==> config.mk <==
export PLATFORM = sky130hd
export DESIGN_NAME = alu_control_md
export DESIGN_NICKNAME = d
export VERILOG_FILES = /design/src/rtl/alu_control_md.sv
export SDC_FILE = /design/constraint.sdc
export NUM_CORES = 1
export LEC_CHECK = 0
export BUFFER_PORTS_ARGS = -buffer_cell sky130_fd_sc_hd__buf_2
export CELL_PAD_IN_SITES_DETAIL_PLACEMENT = 1
export CELL_PAD_IN_SITES_GLOBAL_PLACEMENT = 2
export CORE_ASPECT_RATIO = 1.5
export CORE_MARGIN = 2
export CORE_UTILIZATION = 31
export CTS_CLUSTER_SIZE = 25
export DETAILED_ROUTE_END_ITERATION = 10
export GPL_TIMING_DRIVEN = 0
export PLACE_DENSITY_LB_ADDON = 0.1
export SYNTH_ARGS = -nofsm -noshare
export SYNTH_HDL_FRONTEND = slang
export SYNTH_SLANG_ARGS = --single-unit
==> constraint.sdc <==
create_clock -name clk -period 2.2 [get_ports clk]
set_input_delay 0.22 -clock clk [delete_from_list [all_inputs] [get_ports clk]]
set_output_delay 0.22 -clock clk [all_outputs]
set_load 0.01 [all_outputs]
==> src/rtl/alu_control_md.sv <==
// alu_control_md: registered ALU control decoder with a multi-cycle mult/div sequencer and HI/LO hazard stall.
module alu_control_md #(
  parameter int MD_CYCLES = 32,
  parameter int CNT_W     = 6
) (
  input  logic       clk,
  input  logic       rst_n,
  input  logic       valid_in,
  input  logic [1:0] ALUOp,
  input  logic [5:0] funct,
  output logic [3:0] Op,
  output logic       op_valid,
  output logic       illegal,
  output logic       hilo_rd,
  output logic       hilo_sel,
  output logic       md_start,
  output logic [1:0] md_op,
  output logic       md_busy,
  output logic       md_done,
  output logic       stall_req
);
  typedef enum logic [1:0] {IDLE, RUN, DONE} state_e;
  state_e           state_q, state_d;
  logic [CNT_W-1:0] cnt_q, cnt_d;
  logic [3:0]       op_q, op_dec;
  logic             op_valid_q, illegal_q, hilo_rd_q, hilo_sel_q, md_start_q, md_done_q;
  logic [1:0]       md_op_q;
  logic             ill_dec, hrd_dec, hsel_dec, md_dec, hilo_hz, accept, start;
  always_comb begin
    op_dec   = 4'b0010;
    ill_dec  = 1'b0;
    hrd_dec  = 1'b0;
    hsel_dec = 1'b0;
    md_dec   = 1'b0;
    case (ALUOp)
      2'b01: op_dec = 4'b0110;
      2'b11: op_dec = 4'b0111;
      2'b10:
        case (funct)
          6'd32, 6'd33:               op_dec = 4'b0010;
          6'd34, 6'd35:               op_dec = 4'b0110;
          6'd36:                      op_dec = 4'b0000;
          6'd37:                      op_dec = 4'b0001;
          6'd38:                      op_dec = 4'b0011;
          6'd39:                      op_dec = 4'b1100;
          6'd42:                      op_dec = 4'b0111;
          6'd43:                      op_dec = 4'b1000;
          6'd16:                      begin hrd_dec = 1'b1; hsel_dec = 1'b1; end
          6'd18:                      hrd_dec = 1'b1;
          6'd24, 6'd25, 6'd26, 6'd27: md_dec = 1'b1;
          default:                    begin op_dec = 4'b1111; ill_dec = 1'b1; end
        endcase
      default: op_dec = 4'b0010;
    endcase
  end
  // Anything that touches HI/LO must wait while a mult/div is still running.
  assign hilo_hz   = (ALUOp == 2'b10) && (funct == 6'd16 || funct == 6'd18 || funct[5:2] == 4'b0110);
  assign stall_req = valid_in && hilo_hz && (state_q == RUN);
  assign accept    = valid_in && !stall_req;
  assign start     = accept && md_dec;
  always_comb begin
    state_d = state_q;
    cnt_d   = cnt_q;
    if (start) begin
      state_d = RUN;
      cnt_d   = CNT_W'(MD_CYCLES - 1);
    end else if (state_q == RUN) begin
      state_d = (cnt_q == '0) ? DONE : RUN;
      cnt_d   = (cnt_q == '0) ? cnt_q : cnt_q - 1'b1;
    end else if (state_q == DONE) begin
      state_d = IDLE;
    end
  end
  always_ff @(posedge clk or negedge rst_n) begin
    if (!rst_n) begin
      state_q    <= IDLE;
      cnt_q      <= '0;
      op_q       <= 4'b0000;
      op_valid_q <= 1'b0;
      illegal_q  <= 1'b0;
      hilo_rd_q  <= 1'b0;
      hilo_sel_q <= 1'b0;
      md_start_q <= 1'b0;
      md_done_q  <= 1'b0;
      md_op_q    <= 2'b00;
    end else begin
      state_q    <= state_d;
      cnt_q      <= cnt_d;
      op_valid_q <= accept;
      hilo_rd_q  <= accept && hrd_dec;
      md_start_q <= start;
      md_done_q  <= (state_q == RUN) && (cnt_q == '0);
      if (accept) begin
        op_q       <= op_dec;
        illegal_q  <= ill_dec;
        hilo_sel_q <= hsel_dec;
      end
      if (start) md_op_q <= funct[1:0];
    end
  end
  assign Op       = op_q;
  assign op_valid = op_valid_q;
  assign illegal  = illegal_q;
  assign hilo_rd  = hilo_rd_q;
  assign hilo_sel = hilo_sel_q;
  assign md_start = md_start_q;
  assign md_op    = md_op_q;
  assign md_busy  = (state_q == RUN);
  assign md_done  = md_done_q;
endmodule

==> parameters.txt <==
Parameter                              Value

Timing
  Setup repair after global routing missed its margin ... false
  Fraction of the cycle the final worst path needs ... 0.8892
  Fin Setup TNS ... 0 ns
  Minimum clock period after layout ... 1.956 ns
  Final setup violation count ... 0
  Highest clock frequency the design can meet ... 0.5112 GHz
  Worst-case clock skew ... 0.001612 ns
  Number of hold-slack violations in the final timing report ... 0
  Setup slack after layout ... 0.2437 ns
  Slew at the pin closest to its max-slew limit ... approximately 0.46 ns
  Worst max-slew margin expressed relative to the limit ... 0.6909
  Count of final max-slew check failures ... 0

Clock tree
  CTS tree ... yes
  Total of cells resized after clock tree synthesis ... 0
  H-Tree Level Count ... 1
  Worst-skew pair later-pin latency ... 0.26 ns
  Total setup buffers inserted after CTS ... 0
  Deepest clock path buffer count ... 2
  Root buf cell ... sky130_fd_sc_hd__clkbuf_8
  TritonCTS Sinks ... 20
  Total clock buffers created by CTS ... 3
  CTS hold repair buffers ... 1
  Clock-pin slew on the worst setup and hold paths ... about 0.080 ns

Power
  Total leakage power ... 0.5886 nW
  Power per cell area ... 925.5 nW/um^2
  Peak supply drop ... 616.8 uV

Final layout
  Total area of multi-input combinational cells ... 476.7 um^2
  Core utilization of the finished layout ... 0.3988
  Layout Cells excl Fill ... 175
  Area of all placed cells without fillers ... 1260 um^2
  Fin nets ... around 150
  Number of fillers in the final layout ... roughly 390
  Total inserted antenna cells ... 0
  Fraction of final layout cells with drive strength greater than 1 ... 0.2370
  Area growth from synthesis to final layout ... 23.11%
  Area taken by flip-flops and latches ... 500.5 um^2

Logic synthesis
  Number of distinct library cells after synthesis ... 31
  Share of the synthesized area in the top cell type ... 0.4890
  Share of synthesized area occupied by flip-flops and latches ... 0.4890
  Synthesized flop and latch total ... 20
  Biggest area contributors in the synthesized netlist ... sky130_fd_sc_hd__dfrtp_1 (49%), sky130_fd_sc_hd__nand2_1 (6.2%), sky130_fd_sc_hd__xnor2_1 (5.1%)
  Synthesis warning total ... 0
  Synthesized area divided by synthesized cell count ... 9.390 um^2
  Syn Nets ... 121
  Count of mapped cells out of synthesis ... 109
  Total standard cell area after synthesis ... 1023 um^2
  Post-synth top area cell ... sky130_fd_sc_hd__dfrtp_1

Die
  Die width ... a little over 50 um
  Core outline area ... approximately 3200 um^2
  Starting utilization of the core area ... 0.3240
  Top Ports ... 25
  Std-Cell Rows ... 25
  Die ar. ... 3787 um^2
  Die Ht ... 74.38 um

Place
  Cell Count Post-Placement ... 170
  Setup slack after placement ... 0.2378 ns
  # port buffers ... 21
  Final estimated routing congestion in global placement ... 0.7925
  Post-DP HPWL ... about 1.9 mm
  Area after DPL ... between 1000 and 1500 um^2

Detailed routing
  Antenna Violating Nets Remaining ... 0
  DR pass1 iterations ... 4
  Average wire per standard cell ... 13.69 um
  Number of vias in the routed layout ... 855
  DR iter-0 viols ... 9
  Via density per instance ... 4.886
  Remaining routing DRC violations ... 0
  Final WL ... 2.395 mm

Critical path
  Critical Path AT ... 2.09 ns
  Internal reg-to-reg setup slack ... 0.24 ns
  CP endpoint kind ... register
  Depth of the worst register-to-register path ... 7
  End of the worst register-to-register path ... cnt_q[2]
  Critical path launch point ... cnt_q[0]
  Data required time of the worst path ... between 2 and 2.5 ns
  Setup crit start kind ... register
  Launch point of the worst reg-to-reg path ... cnt_q[0]
  Category of the most critical setup path ... reg -> reg
  Highest fanout seen on the critical path ... 4

Hold path
  Hold Path Sink ... Op[2]
  Kind of path behind the tightest hold check ... in -> reg
  Startpoint of the tightest hold check path ... ALUOp[1]
  Hold Path Stages ... 3

Global routing
  Number of antenna violations at the first check in global routing ... 0
  Vias in the first global route ... 893
  Global-route wire length before repair ... 4.119 mm
  Maximum number of pins on one net before global-route repair ... 21
  Total global routing overflow ... 0
  Gr usage total ... 0.1484

Flow run
  Number of maximum-capacitance constraint violations ... 0

Status
  Run status ... finished, final reports clean
-- worst max-delay path: stages, from the launching register on --
cell                      delay (ns)
sky130_fd_sc_hd__dfrtp_1        0.40
sky130_fd_sc_hd__inv_1          0.10
sky130_fd_sc_hd__ha_1           0.17
sky130_fd_sc_hd__or3b_4         0.41
sky130_fd_sc_hd__or3_4          0.36
sky130_fd_sc_hd__and3_1         0.20
sky130_fd_sc_hd__xnor2_1        0.13
sky130_fd_sc_hd__nand2_1        0.07
-- state kept, by name (all words and copies together), names as in the netlist --
signal	flops
Op	4
cnt_q	6
illegal	1
hilo_rd	1
md_start	1
op_valid	1
hilo_sel	1
md_done	1
md_op	2
state_q	2
-- how the worst max path moves through the flow --
stage | slack [ns] | endpoint
after global placement | 0.26 | cnt_q[2]
after detailed placement | 0.24 | cnt_q[2]
after global routing | 0.14 | cnt_q[2]
after floorplan | 0.37 | cnt_q[2]
after CTS | 0.23 | cnt_q[2]
final | 0.24 | cnt_q[2]
-- per-layer routing --
layer | part of all wire | GRT usage
met5 | 0 | 0
met4 | 0.010 | 0.06306
met3 | 0.023 | 0.02410
met2 | 0.59 | 0.2857
met1 | 0.38 | 0.1557
-- where the power goes --
group | switching, mW | leakage (nW) | internal, mW
Combinational | 0.152 | 0.314 | 0.139
Sequential | 0.0667 | 0.238 | 0.439
Clock | 0.127 | 0.0357 | 0.243
-- synth_stat cells --
cell type	n
sky130_fd_sc_hd__or3_4	1
sky130_fd_sc_hd__o21ai_0	6
sky130_fd_sc_hd__a211oi_1	1
sky130_fd_sc_hd__nand3_1	1
sky130_fd_sc_hd__nand2b_1	4
sky130_fd_sc_hd__a32o_1	1
sky130_fd_sc_hd__a21oi_1	4
sky130_fd_sc_hd__o41ai_1	1
sky130_fd_sc_hd__a22o_1	2
sky130_fd_sc_hd__o31ai_4	1
sky130_fd_sc_hd__clkbuf_2	1
sky130_fd_sc_hd__inv_1	8
sky130_fd_sc_hd__and3b_1	1
sky130_fd_sc_hd__nand2_1	17
sky130_fd_sc_hd__and3_1	1
sky130_fd_sc_hd__or4_2	1
sky130_fd_sc_hd__clkbuf_1	3
sky130_fd_sc_hd__nor3b_1	1
sky130_fd_sc_hd__and2_1	1
sky130_fd_sc_hd__nor2_1	9
sky130_fd_sc_hd__ha_1	1
sky130_fd_sc_hd__nor4_1	3
sky130_fd_sc_hd__o211ai_1	3
sky130_fd_sc_hd__nor2b_1	3
sky130_fd_sc_hd__nor3_1	3
sky130_fd_sc_hd__mux2_2	2
sky130_fd_sc_hd__dfrtp_1	20
sky130_fd_sc_hd__a31oi_1	1
sky130_fd_sc_hd__o21ai_1	1
sky130_fd_sc_hd__xnor2_1	6
sky130_fd_sc_hd__or3b_4	1
-- metrics by stage --
step | hold WS, ns | total power, mW
finish | 0.2638 | 1.166
global route | 0.2780 | 1.256
CTS | 0.2568 | 1.193
detailed placement | 0.2081 | 0.8117
global placement | 0.2079 | 0.8006
floorplan | -0.07559 | 0.7209
-- kinds of logic after synthesis --
family,after synthesis,share of synthesized area
and+or+nand+nor,47,0.2347
buffers and inverters,12,0.04523
AOI/OAI and AO/OA,21,0.1455
DFF,20,0.4890
xor gates and xnor gates,6,0.05134
adders and majority gates,1,0.01222
muxes,2,0.02200
-- cell usage in the layout, fill, tap and decap left out, drive strengths merged, types with 2 or more instances in the layout --
master and n:
buf 21, nor4 3, xnor2 6, nand2 17
dfrtp 20, nor2 9, inv 8, nor3 3
o211ai 3, nor2b 3, mux2 2, a21oi 4
a22o 2, o21ai 7, clkbuf 7, nand2b 4
-- layout make-up --
type                    count  area share
clock buffers               3     0.03277
repair buffers             22     0.09136
flip-flops and latches     20      0.3972
plain buffers               4     0.01291
well taps                  40     0.03972
inverters                   8     0.02383
multi-input cells          77      0.3784
clock inverters             1     0.02383
No activity file was read; power rests on OpenSTA's default activity.
